`src/rtl/imem_controller_pkg.sv`:
```
// Shared types and constants for the instruction-memory controller slice.
package imem_ctrl_pkg;

    // Controller sequencing: program load, then normal fetch service.
    typedef enum logic {
        BOOT = 1'b0,
        RUN  = 1'b1
    } imem_state_e;

    localparam int IMEM_DEPTH  = 256;
    localparam int IMEM_WIDTH  = 32;
    localparam int PC_W        = 32;
    // Byte address to word index shift.
    localparam int WORD_OFFSET = 2;

endpackage

```
`src/rtl/imem_controller_if.sv`:
```
// Load, fetch, debug and memory-port signals of the instruction-memory
// controller. The controller uses the slave view; its environment
// (loader, core, debugger, memory macro) uses the master view.
interface imem_controller_if
    import imem_ctrl_pkg::*;
#(
    parameter int DEPTH = IMEM_DEPTH,
    parameter int WIDTH = IMEM_WIDTH
);
    localparam int AW = $clog2(DEPTH);

    // Program load port
    logic             ld_valid;
    logic             ld_ready;
    logic [WIDTH-1:0] ld_data;
    logic             ld_last;
    logic             reload;

    // Core fetch path
    logic [PC_W-1:0]  fetch_pc;
    logic [WIDTH-1:0] fetch_instr;
    logic             core_stall;
    logic             misalign_err;
    logic [AW:0]      boot_words;

    // Debug read port
    logic             dbg_req;
    logic [AW-1:0]    dbg_addr;
    logic             dbg_gnt;
    logic             dbg_rvalid;
    logic [WIDTH-1:0] dbg_rdata;

    // Single-port memory
    logic [AW-1:0]    mem_addr;
    logic             mem_we;
    logic [WIDTH-1:0] mem_wdata;
    logic [WIDTH-1:0] mem_rdata;

    modport slave (
        input  ld_valid, ld_data, ld_last, reload,
        input  fetch_pc, dbg_req, dbg_addr, mem_rdata,
        output ld_ready, fetch_instr, core_stall, misalign_err, boot_words,
        output dbg_gnt, dbg_rvalid, dbg_rdata,
        output mem_addr, mem_we, mem_wdata
    );

    modport master (
        output ld_valid, ld_data, ld_last, reload,
        output fetch_pc, dbg_req, dbg_addr, mem_rdata,
        input  ld_ready, fetch_instr, core_stall, misalign_err, boot_words,
        input  dbg_gnt, dbg_rvalid, dbg_rdata,
        input  mem_addr, mem_we, mem_wdata
    );

endinterface

```
`src/rtl/imem_controller_dbg_arb.sv`:
```
// Two-requester alternating arbiter for the memory read port: the debug
// requester is never granted on two consecutive cycles, so the core owns
// the port at least every other cycle.
module imem_dbg_arb (
    input  logic clk,
    input  logic rst_n,
    input  logic req_i,
    input  logic en_i,
    output logic gnt_o
);

    logic gnt_prev_q;

    assign gnt_o = req_i && en_i && !gnt_prev_q;

    // Remember whether debug held the port last cycle.
    always_ff @(posedge clk or negedge rst_n) begin
        if (!rst_n) begin
            gnt_prev_q <= 1'b0;
        end else begin
            gnt_prev_q <= gnt_o;
        end
    end

endmodule

```
`src/rtl/imem_controller.sv`:
```
// Instruction-memory sequencer/arbiter: streams a program into memory in
// BOOT while stalling the core, then serves core fetches in RUN.
// Optional debug read port enabled by defining IMEM_CTRL_DBG_EN.
module imem_controller
    import imem_ctrl_pkg::*;
#(
    parameter int DEPTH = IMEM_DEPTH,
    parameter int WIDTH = IMEM_WIDTH
) (
    input  logic             clk,
    input  logic             rst_n,
    imem_controller_if.slave bus
);

    localparam int            AW       = $clog2(DEPTH);
    localparam logic [AW-1:0] PTR_LAST = AW'(DEPTH - 1);
    localparam logic [AW-1:0] PTR_ONE  = AW'(1);
    localparam logic [AW:0]   CNT_ONE  = (AW + 1)'(1);

    imem_state_e      state_q, state_d;
    logic [AW-1:0]    ptr_q, ptr_d;
    logic [AW:0]      boot_words_q, boot_words_d;
    logic             misalign_q, misalign_d;
    logic [WIDTH-1:0] fetch_instr_q;

    logic             ld_ready_c;
    logic             core_stall_c;
    logic             mem_we_c;
    logic [AW-1:0]    mem_addr_c;
    logic [WIDTH-1:0] fetch_instr_c;
    logic             dbg_gnt;

    logic [AW-1:0]    pc_index;
    logic             pc_misaligned;
    logic             unused_pc_hi;

    // Upper PC bits are dropped so fetch addresses wrap modulo DEPTH.
    assign pc_index      = bus.fetch_pc[WORD_OFFSET +: AW];
    assign pc_misaligned = |bus.fetch_pc[WORD_OFFSET-1:0];
    assign unused_pc_hi  = ^bus.fetch_pc[PC_W-1:AW+WORD_OFFSET];

`ifdef IMEM_CTRL_DBG_EN
    logic             arb_en;
    logic             dbg_rvalid_q;
    logic [WIDTH-1:0] dbg_rdata_q;

    // A reload cycle hands the port back to the loader, so no grant then.
    assign arb_en = (state_q == RUN) && !bus.reload;

    imem_dbg_arb u_dbg_arb (
        .clk   (clk),
        .rst_n (rst_n),
        .req_i (bus.dbg_req),
        .en_i  (arb_en),
        .gnt_o (dbg_gnt)
    );

    // Capture the debug word one cycle after its grant.
    always_ff @(posedge clk or negedge rst_n) begin
        if (!rst_n) begin
            dbg_rvalid_q <= 1'b0;
            dbg_rdata_q  <= '0;
        end else begin
            dbg_rvalid_q <= dbg_gnt;
            if (dbg_gnt) begin
                dbg_rdata_q <= bus.mem_rdata;
            end
        end
    end

    assign bus.dbg_rvalid = dbg_rvalid_q;
    assign bus.dbg_rdata  = dbg_rdata_q;
`else
    logic unused_dbg;

    assign dbg_gnt        = 1'b0;
    assign bus.dbg_rvalid = 1'b0;
    assign bus.dbg_rdata  = '0;
    assign unused_dbg     = bus.dbg_req ^ (^bus.dbg_addr);
`endif

    // Next-state and port steering for load, fetch and debug ownership.
    always_comb begin
        state_d       = state_q;
        ptr_d         = ptr_q;
        boot_words_d  = boot_words_q;
        misalign_d    = misalign_q;
        ld_ready_c    = 1'b0;
        core_stall_c  = 1'b1;
        mem_we_c      = 1'b0;
        mem_addr_c    = ptr_q;
        fetch_instr_c = fetch_instr_q;

        unique case (state_q)
            BOOT: begin
                ld_ready_c = 1'b1;
                if (bus.ld_valid) begin
                    mem_we_c = 1'b1;
                    ptr_d    = ptr_q + PTR_ONE;
                    if (bus.ld_last || (ptr_q == PTR_LAST)) begin
                        state_d      = RUN;
                        boot_words_d = {1'b0, ptr_q} + CNT_ONE;
                        ptr_d        = '0;
                    end
                end
            end
            RUN: begin
                if (dbg_gnt) begin
                    mem_addr_c   = bus.dbg_addr;
                    core_stall_c = 1'b1;
                end else begin
                    mem_addr_c    = pc_index;
                    core_stall_c  = 1'b0;
                    fetch_instr_c = bus.mem_rdata;
                    if (pc_misaligned) begin
                        misalign_d = 1'b1;
                    end
                end
                if (bus.reload) begin
                    state_d = BOOT;
                    ptr_d   = '0;
                end
            end
            default: begin
                state_d = BOOT;
                ptr_d   = '0;
            end
        endcase
    end

    // Controller state; fetch_instr_q replays the last word during debug grants.
    always_ff @(posedge clk or negedge rst_n) begin
        if (!rst_n) begin
            state_q       <= BOOT;
            ptr_q         <= '0;
            boot_words_q  <= '0;
            misalign_q    <= 1'b0;
            fetch_instr_q <= '0;
        end else begin
            state_q       <= state_d;
            ptr_q         <= ptr_d;
            boot_words_q  <= boot_words_d;
            misalign_q    <= misalign_d;
            fetch_instr_q <= fetch_instr_c;
        end
    end

    assign bus.ld_ready     = ld_ready_c;
    assign bus.core_stall   = core_stall_c;
    assign bus.mem_we       = mem_we_c;
    assign bus.mem_addr     = mem_addr_c;
    assign bus.mem_wdata    = bus.ld_data;
    assign bus.fetch_instr  = fetch_instr_c;
    assign bus.misalign_err = misalign_q;
    assign bus.boot_words   = boot_words_q;
    assign bus.dbg_gnt      = dbg_gnt;

endmodule

```
`src/flat_wrapper.sv`:
```
// flat-port wrapper written by rule: the top's interface ports become plain ports
module imem_controller_flat import imem_ctrl_pkg::*;
#(
    parameter int DEPTH = IMEM_DEPTH,
    parameter int WIDTH = IMEM_WIDTH
)
  (clk, rst_n, bus_ld_valid, bus_ld_data, bus_ld_last, bus_reload, bus_fetch_pc, bus_dbg_req, bus_dbg_addr, bus_mem_rdata, bus_ld_ready, bus_fetch_instr, bus_core_stall, bus_misalign_err, bus_boot_words, bus_dbg_gnt, bus_dbg_rvalid, bus_dbg_rdata, bus_mem_addr, bus_mem_we, bus_mem_wdata);
  imem_controller_if #(.DEPTH(DEPTH), .WIDTH(WIDTH)) bus_i ();
  input  logic clk;
  input  logic rst_n;
  input wire logic [$bits(bus_i.ld_valid)-1:0] bus_ld_valid;
  input wire logic [$bits(bus_i.ld_data)-1:0] bus_ld_data;
  input wire logic [$bits(bus_i.ld_last)-1:0] bus_ld_last;
  input wire logic [$bits(bus_i.reload)-1:0] bus_reload;
  input wire logic [$bits(bus_i.fetch_pc)-1:0] bus_fetch_pc;
  input wire logic [$bits(bus_i.dbg_req)-1:0] bus_dbg_req;
  input wire logic [$bits(bus_i.dbg_addr)-1:0] bus_dbg_addr;
  input wire logic [$bits(bus_i.mem_rdata)-1:0] bus_mem_rdata;
  output wire logic [$bits(bus_i.ld_ready)-1:0] bus_ld_ready;
  output wire logic [$bits(bus_i.fetch_instr)-1:0] bus_fetch_instr;
  output wire logic [$bits(bus_i.core_stall)-1:0] bus_core_stall;
  output wire logic [$bits(bus_i.misalign_err)-1:0] bus_misalign_err;
  output wire logic [$bits(bus_i.boot_words)-1:0] bus_boot_words;
  output wire logic [$bits(bus_i.dbg_gnt)-1:0] bus_dbg_gnt;
  output wire logic [$bits(bus_i.dbg_rvalid)-1:0] bus_dbg_rvalid;
  output wire logic [$bits(bus_i.dbg_rdata)-1:0] bus_dbg_rdata;
  output wire logic [$bits(bus_i.mem_addr)-1:0] bus_mem_addr;
  output wire logic [$bits(bus_i.mem_we)-1:0] bus_mem_we;
  output wire logic [$bits(bus_i.mem_wdata)-1:0] bus_mem_wdata;
  assign bus_i.ld_valid = bus_ld_valid;
  assign bus_i.ld_data = bus_ld_data;
  assign bus_i.ld_last = bus_ld_last;
  assign bus_i.reload = bus_reload;
  assign bus_i.fetch_pc = bus_fetch_pc;
  assign bus_i.dbg_req = bus_dbg_req;
  assign bus_i.dbg_addr = bus_dbg_addr;
  assign bus_i.mem_rdata = bus_mem_rdata;
  assign bus_ld_ready = bus_i.ld_ready;
  assign bus_fetch_instr = bus_i.fetch_instr;
  assign bus_core_stall = bus_i.core_stall;
  assign bus_misalign_err = bus_i.misalign_err;
  assign bus_boot_words = bus_i.boot_words;
  assign bus_dbg_gnt = bus_i.dbg_gnt;
  assign bus_dbg_rvalid = bus_i.dbg_rvalid;
  assign bus_dbg_rdata = bus_i.dbg_rdata;
  assign bus_mem_addr = bus_i.mem_addr;
  assign bus_mem_we = bus_i.mem_we;
  assign bus_mem_wdata = bus_i.mem_wdata;
  imem_controller #(.DEPTH(DEPTH), .WIDTH(WIDTH)) u_core (.clk(clk), .rst_n(rst_n), .bus(bus_i));
endmodule
```
`config.mk`:
```
export PLATFORM = sky130hd
export DESIGN_NAME = imem_controller_flat
export DESIGN_NICKNAME = d
export VERILOG_FILES = /design/src/rtl/imem_controller_pkg.sv /design/src/rtl/imem_controller_if.sv /design/src/rtl/imem_controller_dbg_arb.sv /design/src/rtl/imem_controller.sv /design/src/flat_wrapper.sv
export SDC_FILE = /design/constraint.sdc
export NUM_CORES = 1
export LEC_CHECK = 0
export ABC_AREA = 0
export BUFFER_PORTS_ARGS = -buffer_cell sky130_fd_sc_hd__buf_2
export CAP_MARGIN = 10
export CORE_ASPECT_RATIO = 1.5
export CORE_UTILIZATION = 35
export DETAILED_ROUTE_END_ITERATION = 16
export GPL_TIMING_DRIVEN = 0
export PLACE_DENSITY = 0.85
export SYNTH_ARGS = -nofsm -noshare
export SYNTH_HDL_FRONTEND = slang
export SYNTH_SLANG_ARGS = --single-unit
```
`constraint.sdc`:
```
create_clock -name clk -period 1.5 [get_ports clk]
set_input_delay 0.075 -clock clk [delete_from_list [all_inputs] [get_ports clk]]
set_output_delay 0.075 -clock clk [all_outputs]
set_load 0.02 [all_outputs]
```
-- After elaboration in Yosys (flattened, before gate mapping)
Index checks and enable logic that the tools add are counted.
- output and inout port bits: 119
- logic and storage cells: 29
- register bits after elaboration: 51
- bits of input ports: 110
- add/subtract/negate cells: 2
- eq/ne operators: 3
- reduce and logical (&&, ||, !) cells: 5
- bitwise gates (word level): 1
- muxes and demuxes: 13
- operators by type and width (operator ; number):
    32-bit two-way mux ; 1
    8-bit two-way mux ; 4
    8-bit one-hot mux with 2 select lines ; 1
    8-bit by 1-bit adder with 9-bit output, second input constant ; 1
    8-bit by 1-bit adder with 8-bit output, second input constant ; 1
    8-bit equality test, second input constant ; 1
    1-bit two-way mux ; 6
    2-bit inequality test, second input constant ; 2
    2-bit AND reduction ; 2
    3-bit AND reduction ; 1
    1-bit one-hot mux with 2 select lines ; 1
    2-bit OR reduction ; 1
    1-bit logical OR ; 1
    1-bit NOT ; 1

-- Longest topological paths before layout
- word-level depth: 5
- depth in mapped cells: 7
- depth with buffers taken out: 5

-- Worst setup path before layout
OpenSTA, ideal clock, no wires.
- kind: reg-to-reg
- from: register u_core.ptr_q[0]
- to: register u_core.boot_words_q[1], in the netlist u_core.bus.boot_words[1]
- setup time: 0.125 ns
- arrival time: 1.445 ns
- data required time: 1.375 ns
- cell stages (with the launch flop): 7
- slack: -0.070 ns
- cells stage by stage: dfrtp_1 ha_1 nand3_1 nor2_1 o21a_1 buf_6 mux2_2
- longest elaborated chain between the ends: 3
- elaborated cells on any way between the ends: 4
- RTL lines (item ; RTL line ; RTL):
    from (decl) ; imem_controller.sv:21 ; logic [AW-1:0] ptr_q, ptr_d;
    from (signal assigned) ; imem_controller.sv:141 ; ptr_q <= ptr_d;
    branches (longest 3 deep; another with 8-bit by 1-bit adder with 9-bit output) ; - ;
    to (signal assigned) ; imem_controller.sv:142 ; boot_words_q <= boot_words_d;
    to (decl) ; imem_controller.sv:22 ; logic [AW:0] boot_words_q, boot_words_d;
Parallel ways; which one is timed is not known.
A chain may end at the register's enable or synchronous reset.

-- Final worst setup path
- from: register u_core.state_q
- to: output bus_fetch_instr[2]
- longest elaborated chain between the ends: 1
- RTL lines (item ; RTL line ; RTL):
    from (decl) ; imem_controller.sv:20 ; imem_state_e state_q, state_d;
    from (signal assigned) ; imem_controller.sv:140 ; state_q <= state_d;
    32-bit two-way mux ; imem_controller.sv:94 ; unique case (state_q)
    to (decl) ; flat_wrapper.sv:20 ; output wire logic [$bits(bus_i.fetch_instr)-1:0] bus_fetch_instr;
No other way between the ends.

==> impl_metrics.toml <==
[run_status]
outcome = "finished, violations left"
failed_checks = "setup timing"

[setup_path]
path_class = "flip-flop to output pin"
path_max_fanout = 10
worstPathArrival_ps = 1480
start_kind = "flip-flop"
cp_data_required_time_ps = 1420
slowest_delay_ps = 370
end_kind = "output pin"
cpMaxStageDelayCell = "dfrtp_1"
crit_chain = "buf_12 -> buf_8 -> mux2_2 -> buf_4"

[finish]
fin_util_pct = 54.8
final_area_mm2 = 0.00414
area_growth_pct = 52.6
nNetsFinal = 519
final_cells = 511
diodes = 0
drive_above_1_share_pct = 69.9

[timing]
slew_viol_final = 0
period_share_pct = 103
timing.fmax_mhz = 645
fin_ws_ps = -50.4
rsz0062_at_grt = "true"
finClkSkew_ps = 11.4
setup_viol = 36
min_period_ps = 1550
hold_viol_final = 0

[detailed_routing]
dr_wl_met2_um = 3570
viasPerCell = 4.29
met3_length_um = 506
first_pass_iters = 4
drcViolationCount = 0
drt-met1-wl_um = 2150
wirelength_um = 6290
via_count = 2190
dr.first_iter.drc_count = 55
drtAntennaViolNets = 0
post_drt_wl_per_cell_um = 12.3
top_layer = "met4"

[synth]
synth_most_common_cell = "buf_4"
synth_area_per_cell_um2 = 12.0
yosys.area.top_type = "dfrtp_1"
ys_ff_latch = 51
synth_area_mm2 = 0.00271
synth_top_area_share_pct = 47.0
yosysSeqAreaShare_pct = 47.0
synth_cells = 226
netlist_top_cells_area = "dfrtp_1 47%, mux2_2 20%, buf_4 19%"
synth_common_cells = "69 x buf_4, 51 x dfrtp_1, 48 x mux2_2"
synth_cell_types = 27
synthArstFlopShare_pct = 100
synth-edff-count = 0
yosys_warnings = 0
synth_ff_type = "dfrtp_1"

[floorplan]
die_h_um = 110
coreArea_mm2 = 0.00756
start_util_pct = 35.9
die_w_um = 73.9
die-area_mm2 = 0.00812
pin_count = 229
placementRows = 39

[placed_design]
place_inst = 492
io_buffers = 131
place_worst_setup_slack_ps = -137
placed_area_mm2 = 0.00364
hpwlAfterDp_um = 4500
gp_congestion = 0.778

[global_routing]
track_usage_pct = 14.0
grt_pass1_wl_um = 8520
grt_pass1_vias = 1862
grt_max_degree = 52
gr-total-overflow = 0
antenna_found_initial = 0

[clocking]
clk_latency_ps = 290
cts.sinks = 51
cts_inserted_buffers = 5
clockBufferDepth = 2
cts_tree = "done"
cts.htree.levels = 2
clk_pin_slew_ps = 60
cts-root-buf = "clkbuf_16"

[min_path]
worstHoldPathType = "input pin to flip-flop"

[pwr]
ir_drop_v = 0.000484
p_per_area_mw_per_mm2 = 1190
p_leak_nw = 2.24

[run]
maxCapViolations = 0
-- kinds of logic after synthesis --
logic type	after synthesis	share of synthesized area [%]
mux	49	20.3
other cells	1	0.138
buf+inv	80	21.7
fa+ha+maj	1	0.461
xor+xnor	6	1.94
simple gates	16	3.09
flops	51	47.0
compound gates	22	5.39
-- final timing paths --
path | to | slack [ps] | startpoint | depth (start not counted)
min reg2reg | u_core.bus.misalign_err | 460 | u_core.bus.misalign_err | 1
min | u_core.bus.misalign_err | 30 | bus_fetch_pc[0] | 3
max in group asynchronous | u_core.ptr_q[0] | 690 | rst_n | 3
max reg2reg | u_core.bus.boot_words[5] | -10 | u_core.state_q | 6
min in group asynchronous | u_core.fetch_instr_q[21] | 280 | rst_n | 2
max | bus_fetch_instr[2] | -50 | u_core.state_q | 4
-- metal layers --
metal	vias up	global-route usage [%]
li1	1026	-
met5	-	0
met3	5	3.57
met4	0	4.95
met1	1020	14.2
met2	139	26.9
-- report_power, final --
part           switching [mW]  internal [mW]
Clock                   0.494          0.830
Combinational           0.983          0.892
Sequential             0.0862           1.63
-- per-stage QoR --
stage	hold slack (ps)	power [mW]	TNS (ps)
2_1_floorplan	-221	2.87	0
3_5_place_dp	283	3.36	-1000
3_3_place_gp	277	3.31	-798
4_1_cts	19.4	4.77	-1810
5_1_grt	30.1	5.16	-3420
6_report	26.1	4.92	-1040
-- layout by cell type (no fill, tap or decap), types with 2 or more instances in the layout --
cell / n
a31oi_1: 5
inv_1: 3
dfrtp_2: 4
nand3_1: 2
dfrtp_1: 47
buf_6: 12
mux2_4: 15
mux2_2: 33
xor2_1: 4
o21ai_0: 4
clkbuf_16: 6
dlygate4sd3_1: 2
nor2_1: 3
nand3_2: 2
nand2b_1: 2
buf_2: 118
nand2_1: 4
xnor2_1: 2
buf_8: 4
a22o_2: 2
buf_4: 79
conb_1: 34
buf_12: 2
a21oi_1: 5
-- layout make-up --
type | count | area (um^2)
plain buffers | 77 | 632
clock buffers | 6 | 139
clock inverters | 2 | 35.0
fillers | 622 | 3420
inverters | 3 | 11.3
multi-input cells | 128 | 1080
flip-flops and latches | 51 | 1280
well taps | 102 | 128
repair buffers | 142 | 840
-- state kept, by name, indices dropped and copies added (netlist names) --
register,count
u_core.fetch_instr_q,32
u_core.bus.boot_words,9
u_core.ptr_q,8
u_core.bus.misalign_err,1
u_core.state_q,1
-- critical path, delay by kind of cell (launching register included) --
kind / cells / cell delay, ps
buffers and inverters: 3 / 460
DFF: 1 / 370
muxes: 1 / 350
-- timing repair --
item	CTS	global route
setup buffers	4	1
cloned	1	2
pin swaps	1	1
gates resized for setup	25	39
hold endpoints to repair	1	17
endpoints found under the setup margin	54	53
hold buffers	1	1
Note: power is estimated with default switching activity, not from simulation.
